File: config.mk
export PLATFORM = sky130hd
export DESIGN_NAME = alu_arbiter
export DESIGN_NICKNAME = d
export VERILOG_FILES = /design/src/rtl/alu_arbiter.sv
export SDC_FILE = /design/constraint.sdc
export NUM_CORES = 1
export LEC_CHECK = 0
export ABC_AREA = 1
export CORE_MARGIN = 2
export CORE_UTILIZATION = 30
export DETAILED_ROUTE_END_ITERATION = 16
export PLACE_DENSITY = 0.69
export SKIP_LAST_GASP = 1
export SLEW_MARGIN = 20
export SYNTH_ARGS = -nofsm -noshare
export SYNTH_HDL_FRONTEND = slang
export SYNTH_SLANG_ARGS = --single-unit
File: constraint.sdc
create_clock -name clk -period 1.25 [get_ports clk]
set_input_delay 0.1875 -clock clk [delete_from_list [all_inputs] [get_ports clk]]
set_output_delay 0.1875 -clock clk [all_outputs]
set_load 0.005 [all_outputs]
File: src/rtl/alu_arbiter.sv
// rtl/alu_arbiter.sv - two-requester arbiter in front of a shared combinational ALU
// Optional build macro: ALU_ARBITER_FIXED_PRIO_EN (requester 0 always wins contention).
module alu_arbiter #(
  parameter int WIDTH = 32
) (
  input  logic             clk,
  input  logic             rst_n,
  input  logic             req0_valid,
  output logic             req0_ready,
  input  logic [2:0]       req0_op,
  input  logic [WIDTH-1:0] req0_a,
  input  logic [WIDTH-1:0] req0_b,
  input  logic             req1_valid,
  output logic             req1_ready,
  input  logic [2:0]       req1_op,
  input  logic [WIDTH-1:0] req1_a,
  input  logic [WIDTH-1:0] req1_b,
  output logic             rsp0_valid,
  input  logic             rsp0_ready,
  output logic [WIDTH-1:0] rsp0_data,
  output logic             rsp1_valid,
  input  logic             rsp1_ready,
  output logic [WIDTH-1:0] rsp1_data,
  output logic [2:0]       alu_op_code,
  output logic [WIDTH-1:0] alu_a,
  output logic [WIDTH-1:0] alu_b,
  input  logic [WIDTH-1:0] alu_y,
  output logic             busy
);

  typedef enum logic [1:0] {
    IDLE = 2'd0,
    EXEC = 2'd1,
    RESP = 2'd2
  } state_t;

  state_t           state;
  state_t           state_nxt;
  logic             accept;
  logic             grant;
  logic             owner_q;
  logic [2:0]       op_q;
  logic [WIDTH-1:0] a_q;
  logic [WIDTH-1:0] b_q;
  logic [WIDTH-1:0] result_q;

`ifdef ALU_ARBITER_FIXED_PRIO_EN
  // Fixed priority: requester 0 wins whenever it is asking.
  always_comb begin
    grant = req0_valid ? 1'b0 : 1'b1;
  end
`else
  // last_q holds the requester granted most recently; reset to 1 so requester 0 wins first.
  logic last_q;

  // Round-robin pick: on contention the requester not granted last wins.
  always_comb begin
    if (req0_valid && req1_valid) grant = ~last_q;
    else                          grant = ~req0_valid;
  end

  // History pointer only moves when a command is actually accepted.
  always_ff @(posedge clk or negedge rst_n) begin
    if (!rst_n)      last_q <= 1'b1;
    else if (accept) last_q <= grant;
  end
`endif

  // FSM next-state and handshake outputs; ready is masked while reset is held.
  always_comb begin
    state_nxt  = state;
    accept     = 1'b0;
    req0_ready = 1'b0;
    req1_ready = 1'b0;
    rsp0_valid = 1'b0;
    rsp1_valid = 1'b0;
    rsp0_data  = '0;
    rsp1_data  = '0;
    case (state)
      IDLE: begin
        if (rst_n && (req0_valid || req1_valid)) begin
          accept     = 1'b1;
          req0_ready = ~grant;
          req1_ready = grant;
          state_nxt  = EXEC;
        end
      end
      EXEC: state_nxt = RESP;
      RESP: begin
        if (!owner_q) begin
          rsp0_valid = 1'b1;
          rsp0_data  = result_q;
          if (rsp0_ready) state_nxt = IDLE;
        end else begin
          rsp1_valid = 1'b1;
          rsp1_data  = result_q;
          if (rsp1_ready) state_nxt = IDLE;
        end
      end
      default: state_nxt = IDLE;
    endcase
  end

  // State register.
  always_ff @(posedge clk or negedge rst_n) begin
    if (!rst_n) state <= IDLE;
    else        state <= state_nxt;
  end

  // Command capture on acceptance; result capture at the end of EXEC.
  always_ff @(posedge clk or negedge rst_n) begin
    if (!rst_n) begin
      op_q     <= '0;
      a_q      <= '0;
      b_q      <= '0;
      owner_q  <= 1'b0;
      result_q <= '0;
    end else begin
      if (accept) begin
        op_q    <= grant ? req1_op : req0_op;
        a_q     <= grant ? req1_a  : req0_a;
        b_q     <= grant ? req1_b  : req0_b;
        owner_q <= grant;
      end
      if (state == EXEC) result_q <= alu_y;
    end
  end

  // The command registers only change on entry to EXEC, so they hold their value elsewhere.
  assign alu_op_code = op_q;
  assign alu_a       = a_q;
  assign alu_b       = b_q;
  assign busy        = (state != IDLE);

endmodule

# Word-level counts from Yosys, hierarchy flattened
# Index checks and enable logic that the tools add are counted.
# Widths: inputs -> output; s select.
# totals
word_cells,44
out_inout_bits,136
in_bits,172
ff_bits,103
# classes
reduce_logical,6
n_mux,23
n_eq_ne,5
bitwise_logic,3
# op_table
operator,count
$mux 32,6
$mux 1,11
$mux 2,4
$ne 3x3->1 const B,2
$pmux 2 s3,1
$mux 3,1
$not 1->1,3
$reduce_and 3->1,1
$eq 2x1->1 const B,1
$eq 2x2->1 const B,1
$logic_and 1x1->1,2
$logic_not 2->1,1
$ne 2x2->1 const B,1
$reduce_bool 2->1,1
$logic_or 1x1->1,1

# Longest topological paths before layout
# Gate-level depths: netlist of the first run.
# depth
ltp_word,5
depth_mapped,9
depth_no_buf,7

# Least setup slack after synthesis of the first run
# OpenSTA, ideal clock, no wires.
# synth_timing
kind,flip-flop to flip-flop
startpoint,register last_q
endpoint,register b_q[16] (netlist: alu_b[16])
t_arrival_ns,1.203
setup_slack_ns,-0.070
setup_time_ns,0.117
n_path_buf,2
path_stages_with_launch,10
synth_period_minus_slack_ns,1.320
t_required_ns,1.133
cell_sequence,dfstp_2 > inv_1 > nand2_1 > nand2_1 > buf_4 > buf_6 > nand2_1 > nand2_1 > nand2_1 > nand2_1
# synth_via
elab_chain_cells,3
# synth_rtl
element,line_no,text
from (decl),54,logic last_q;
from (signal assigned),65,else if (accept) last_q <= grant;
$not 1->1,58,if (req0_valid && req1_valid) grant = ~last_q;
$mux 1,58,
$mux 32,122,b_q <= grant ? req1_b : req0_b;
to (signal assigned),122,
to (decl),44,logic [WIDTH-1:0] b_q;
# Every way passes these cells.
# A chain may end at the register's enable or synchronous reset.

# Worst setup path in the final report of the first run
# layout_timing
startpoint,register state[0]
endpoint,output rsp0_data[15]
# layout_via
elab_chain_cells,2
# layout_rtl
element,line_no,text
from (decl),37,state_t state;
from (signal assigned),107,else state <= state_nxt;
$eq 2x2->1,79,case (state)
$mux 32,79,
to (decl),20,"output logic [WIDTH-1:0] rsp0_data,"
# Every way passes these cells.

==> summary.md, run 1 <==
| Metric | Value |
|---|---|
| Commonest non-fill, non-tap cell in the layout | nand2_1 |
| Clock Latency Late Sink | 350 ps |
| Cell taking the most area after synthesis | dfrtp_1 |
| Post-synthesis area per instance | 7.00 µm² |
| CP Class | register to output pin |
| Final Max Tran Viols | 0 |
| Worst-margin pin slew | 793 ps |
| Synth top area share | 49.3% |
| Failing checks | negative setup slack |
| Final setup viols | 171 |
| Gpl congestion | 0.781 |
| Yosys warnings | 0 |
| Min cycle time layout | 1740 ps |
| Die ar. | 18300 µm² |
| Worst slew margin | 47.2% |
| Critical Path RT | 1060 ps |
| Leak Pwr | 5.82 nW |
| Clock Path Buffers | 2 |
| Flops & latches, synth | 103 |
| Syn-to-layout area delta | 91.0% |
| Worst path arrival time | 1550 ps |
| Final HPWL from detailed placement | 12900 µm |
| Fin. Hold Viols | 0 |
| PD cells | 1920 nW/µm² |
| Most frequent cells in the layout | nand2_1, clkdlybuf4s50_1, dfrtp_1 |
| PortBufs | 307 |
| Period Utilization, post-route | 139% |
| Mapped cell area | 5170 µm² |
| Final wirelength | 21700 µm |
| H-tree depth | 3 |
| CTS tree | yes |
| Sequential element share of the synthesized area | 49.9% |
| Synthesized Nets | 911 |
| Skew final | 4.92 ps |
| Drt pass-1 iters | 5 |
| Critical Path Start Type | register |
| Worst Slack Setup Final | -487 ps |
| Pin count of the biggest net entering global routing | 62 |
| Setup WS pre-CTS | -580 ps |
| Max Cap Viol | 0 |
| Clock sink count | 103 |
| Die height | 135 µm |
| First-pass GRT wire length | 30400 µm |
| GRT Overall Usage | 21.6% |
| Synthesized instance count | 739 |
| Clock buffer count from CTS | 9 |
| Worst min path class | input pin to asynchronous set/reset pin |
| Final antenna diode count | 0 |
| Nets | 1249 |
| Residual DRC count | 0 |
| Starting Density | 30.3% |
| GRT overflow | 0 |
| Max Fanout on Critical Path | 8 |
| Initial antenna violation count | 0 |
| Endpoint type of the worst setup path | output pin |
| IO Count | 308 |
| Vias in the first global route | 5587 |
| Fmax | 0.576 GHz |
| RSZ-0062 raised after global routing | true |
| VDD IR max | 0.787 mV |
| Layout cells sized above 1 | 20.0% |
| Root Buffer | clkbuf_16 |
| Clock Pin Slew Worst Setup and Hold Paths | 70 ps |
| Die X | 135 µm |
| Top post-synthesis cells by area | dfrtp_1, nand2_1, nor2_1, nand3_1, a21oi_1 |
| Routed Antenna Nets | 0 |
| # rows | 48 |
| Routed length per instance | 16.6 µm |
| Core Footprint | 17100 µm² |
| Status | finished, violations left |
| Final core utilization | 57.9% |
| Final Hold Slack | 43.4 ps |
| Initial DRC count | 257 |
| Netlist cell types | 18 |
| Via count | 6017 |
| Vias per cell | 4.60 |
-- logic make-up (layout without fill, tap and decap cells) --
family	after synthesis	in the layout	share of synthesized area [%]
AND/OR/NAND/NOR	511	511	38.9
buffers and inverters	88	431	7.47
flip-flops	103	103	49.9
AO/OA/AOI/OAI	37	37	3.77
-- layout make-up --
cell class                      count  area (µm²)
Timing Repair Buffer              376        4090
Clock buffer                       11         243
Tap cell                          225         282
Clock inverter                      5        81.3
Multi-Input combinational cell    548        2450
Fill cell                        1564        7180
Sequential cell                   103        2580
Inverter                           39         154
-- power by group --
group	total [mW]	internal, mW	leakage [nW]	switching [mW]
logic	10.3	5.30	4.43	4.98
clock network	3.10	1.81	0.156	1.29
registers	5.58	4.88	1.24	0.704
-- synthesized netlist by cell type --
cell / instances
o21bai_1: 1
inv_2: 1
dfstp_2: 1
nor2_4: 1
nand2_1: 340
buf_4: 4
o21ai_0: 2
o211ai_2: 1
o21ai_1: 1
a21oi_1: 32
buf_2: 27
or2_1: 1
clkbuf_1: 17
nor2_1: 102
buf_6: 1
inv_1: 38
dfrtp_1: 102
nand3_1: 67
-- worst max-delay path: stages (launching register included) --
cell and delay (ps):
dfrtp_1 390, inv_2 80, nand2_4 70, nor2_4 130, clkinv_4 130, clkbuf_16 200, nor2_4 100, buf_6 100
-- state kept, by name (all words and copies together), names as in the netlist --
register	flops
alu_op_code	3
alu_b	32
owner_q	1
state	2
result_q	32
alu_a	32
last_q	1
-- timing repair --
| action | CTS | global route |
|---|---|---|
| setup buffers | 8 | 5 |
| hold buffers | 1 | 0 |
| pin swaps | 5 | 4 |
| hold endpoints to repair | 41 | 0 |
| setup endpoints to repair | 207 | 238 |
| gates cloned | 12 | 12 |
| resized for setup | 270 | 183 |
-- routing by layer --
metal | vias up | global-route usage (%) | wire length [µm]
li1 | 2947 | - | -
met4 | 0 | 6.42 | 369
met3 | 30 | 5.65 | 1480
met2 | 232 | 36.6 | 10700
met5 | - | 0 | 0
met1 | 2808 | 27.2 | 9170
-- metrics by stage --
stage | TNS (ps) | instance area (µm²) | instances | power, mW
after global placement | -52230 | 8640 | 1255 | 14.1
final | -53640 | 9880 | 1307 | 19.0
after floorplan | 0 | 5190 | 739 | 9.03
after CTS | -67050 | 9470 | 1291 | 18.4
after global routing | -65620 | 9880 | 1307 | 20.2
after detailed placement | -57190 | 8640 | 1255 | 14.2
-- final timing paths --
| path | startpoint | endpoint | slack (ps) | cells after the start |
|---|---|---|---|---|
| max in group asynchronous | rst_n | alu_b[19]$_DFFE_PN0P_ | 320 | 3 |
| min | rst_n | alu_a[23]$_DFFE_PN0P_ | 40 | 2 |
| max | state[0]$_DFFE_PN0P_ | rsp0_data[15] | -490 | 7 |
| min reg2reg | alu_a[8]$_DFFE_PN0P_ | alu_a[8]$_DFFE_PN0P_ | 480 | 2 |
| min in group clk | req0_valid | last_q$_DFFE_PN1P_ | 380 | 5 |
| max reg2reg | state[1]$_DFFE_PN0P_ | alu_b[24]$_DFFE_PN0P_ | -440 | 9 |
No activity file was read; power rests on OpenSTA's default activity.
==> run 2, diff against run 1 <==
Settings changed: PLACE_DENSITY 0.69 to 0.67.
Clock period 1.25 ns to 1.7 ns, I/O delays scaled along.
==> run 2 against run 1 <==
Via count is 5.9% lower. Hold slack better by 240 ps. Sequential share of layout area is 2.2 points higher. Cell count is 2.4% lower. The run still ends with negative setup slack left. Die area stayed put. Sequential cell count stayed put. Clock-buffer cell count is 2 lower. Combinational power is 36% lower. Largest power group unchanged. First-iteration DRC count is 11% higher. Largest cell class unchanged. Clock skew is 2.5 ps higher. Wire length is 15% lower.
==> summary.md, run 2 (synthesis gave the netlist of run 1 again) <==
| Metric | Value |
|---|---|
| # rows | 48 |
| Root Buffer | clkbuf_16 |
| FF-to-FF Start | last_q$_DFFE_PN1P_ |
| Final HPWL from detailed placement | 12800 µm |
| Core Footprint | 17100 µm² |
| Final wirelength | 18400 µm |
| Max Fanout on Critical Path | 21 |
| R2R Setup Slk | 130 ps |
| Max Cap Viol | 0 |
| Slowest cell on crit path | dfrtp_1 |
| Endpoint type of the worst setup path | output pin |
| Critical Path RT | 1440 ps |
| Nets | 1217 |
| CP peak stage delay | 390 ps |
| GR Util met3 | 5.01% |
| Pwr Total | 12.8 mW |
| Min cycle time layout | 1820 ps |
| Most frequent cells in the layout | nand2_1, clkdlybuf4s50_1, dfrtp_1 |
| Routed Antenna Nets | 0 |
| Worst path arrival time | 1570 ps |
| Period Utilization, post-route | 107% |
| CP Class | register to output pin |
| Register area | 2580 µm² |
| Final antenna diode count | 0 |
| Cell-by-cell trace of the critical path | inv_2, nand2_4, nor2_4, inv_2, buf_12, nor2_1, clkdlybuf4s15_2 |
| Most frequent CP cell | inv_2 |
| Status | finished, violations left |
| GR Util met1 | 26.5% |
| Clock sink count | 103 |
| Leak Pwr | 4.60 nW |
| Clock Pin Slew Worst Setup and Hold Paths | 70 ps |
| Fmax | 0.549 GHz |
| Worst slew margin | 52.2% |
| Peak-usage layer in the global routing report | met2 |
| Fillers | 1679 |
| GRT overflow | 0 |
| Gpl congestion | 0.800 |
| Failing checks | negative setup slack |
| VDD IR max | 0.613 mV |
| Initial antenna violation count | 0 |
| Layout cells sized above 1 | 16.2% |
| Starting Density | 30.3% |
| Clock Latency Late Sink | 350 ps |
| Setup TNS | -4880 ps |
| IO Count | 308 |
| Die X | 135 µm |
| Routed length per instance | 14.4 µm |
| PD cells | 1410 nW/µm² |
| Via count | 5664 |
| Clock Path Buffers | 2 |
| Worst Slack Setup Final | -123 ps |
| H-tree depth | 3 |
| Vias per cell | 4.44 |
| Routing usage on met2 | 32.6% |
| Critical Path Start Type | register |
| R2R Path End | alu_b[30]$_DFFE_PN0P_ |
| Worst Reg-to-Reg Cells | 10 |
| GRT Overall Usage | 20.2% |
| PortBufs | 307 |
| Multi-input gate area | 2430 µm² |
| Fin. Hold Viols | 0 |
| First-pass GRT wire length | 28900 µm |
| Clock buffer count from CTS | 9 |
| Residual DRC count | 0 |
| Worst-margin pin slew | 717 ps |
| Die ar. | 18300 µm² |
| Drt pass-1 iters | 4 |
| Die height | 135 µm |
| Initial DRC count | 284 |
| CP Depth | 7 |
| Crit path buf inv count | 4 |
| Final setup viols | 66 |
| Syn-to-layout area delta | 75.9% |
| RSZ-0062 raised after global routing | true |
| CTS tree | yes |
| Delay-heaviest family, CP | buffers and inverters |
| Skew final | 7.41 ps |
| Worst min path class | input pin to asynchronous set/reset pin |
| Final Max Tran Viols | 0 |
| Vias in the first global route | 5446 |
| Pin count of the biggest net entering global routing | 71 |
| Commonest non-fill, non-tap cell in the layout | nand2_1 |
-- run 2: how the worst max path moves through the flow --
stage                            endpoint  slack (ps)            startpoint
floorplan           alu_b[16]$_DFFE_PN0P_         380    last_q$_DFFE_PN1P_
global placement               req1_ready        -240            req1_valid
detailed placement             req1_ready        -240            req1_valid
CTS                          rsp1_data[1]        -150  state[0]$_DFFE_PN0P_
global route                rsp1_data[19]        -210  state[0]$_DFFE_PN0P_
finish                      rsp1_data[19]        -120  state[0]$_DFFE_PN0P_
-- run 2: timing repair --
action / in CTS / in global routing
endpoints found under the setup margin: 91 / 119
hold buffers: 1 / 0
setup buffers: 6 / 4
pin swaps: 6 / 3
gates resized for setup: 256 / 69
hold endpoints to repair: 25 / 0
gates cloned: 2 / 1
-- run 2: metal layers --
layer	part of all wire (%)	up-vias
met3	7.2	26
met5	0	-
met2	47	191
met1	44	2579
li1	-	2868
met4	2.1	0
-- run 2: metrics by stage --
step | setup WS [ps] | util (%) | hold WS, ps | cells | instance area [µm²]
CTS | -146 | 52.4 | 265 | 1273 | 8940
global route | -212 | 53.4 | 288 | 1275 | 9100
detailed placement | -244 | 50.2 | 67.7 | 1249 | 8560
floorplan | 380 | - | -40.6 | 739 | 5170
finish | -123 | 53.4 | 281 | 1275 | 9100
global placement | -238 | 50.2 | 66.4 | 1249 | 8560
-- run 2: where the power goes --
part,internal [mW],total (mW),leakage (nW),switching [mW]
registers,3.59,4.12,1.24,0.535
clock network,1.16,2.15,0.143,0.986
logic,3.35,6.56,3.22,3.22
total,8.09,12.8,4.60,4.74
-- run 2: area by class of cell --
| type | instances | area share [%] |
|---|---|---|
| Multi-Input combinational cell | 548 | 26.7 |
| Clock buffer | 9 | 2.47 |
| Clock inverter | 7 | 0.880 |
| Inverter | 39 | 1.66 |
| Tap cell | 225 | 3.09 |
| Sequential cell | 103 | 28.3 |
| Timing Repair Buffer | 344 | 36.9 |
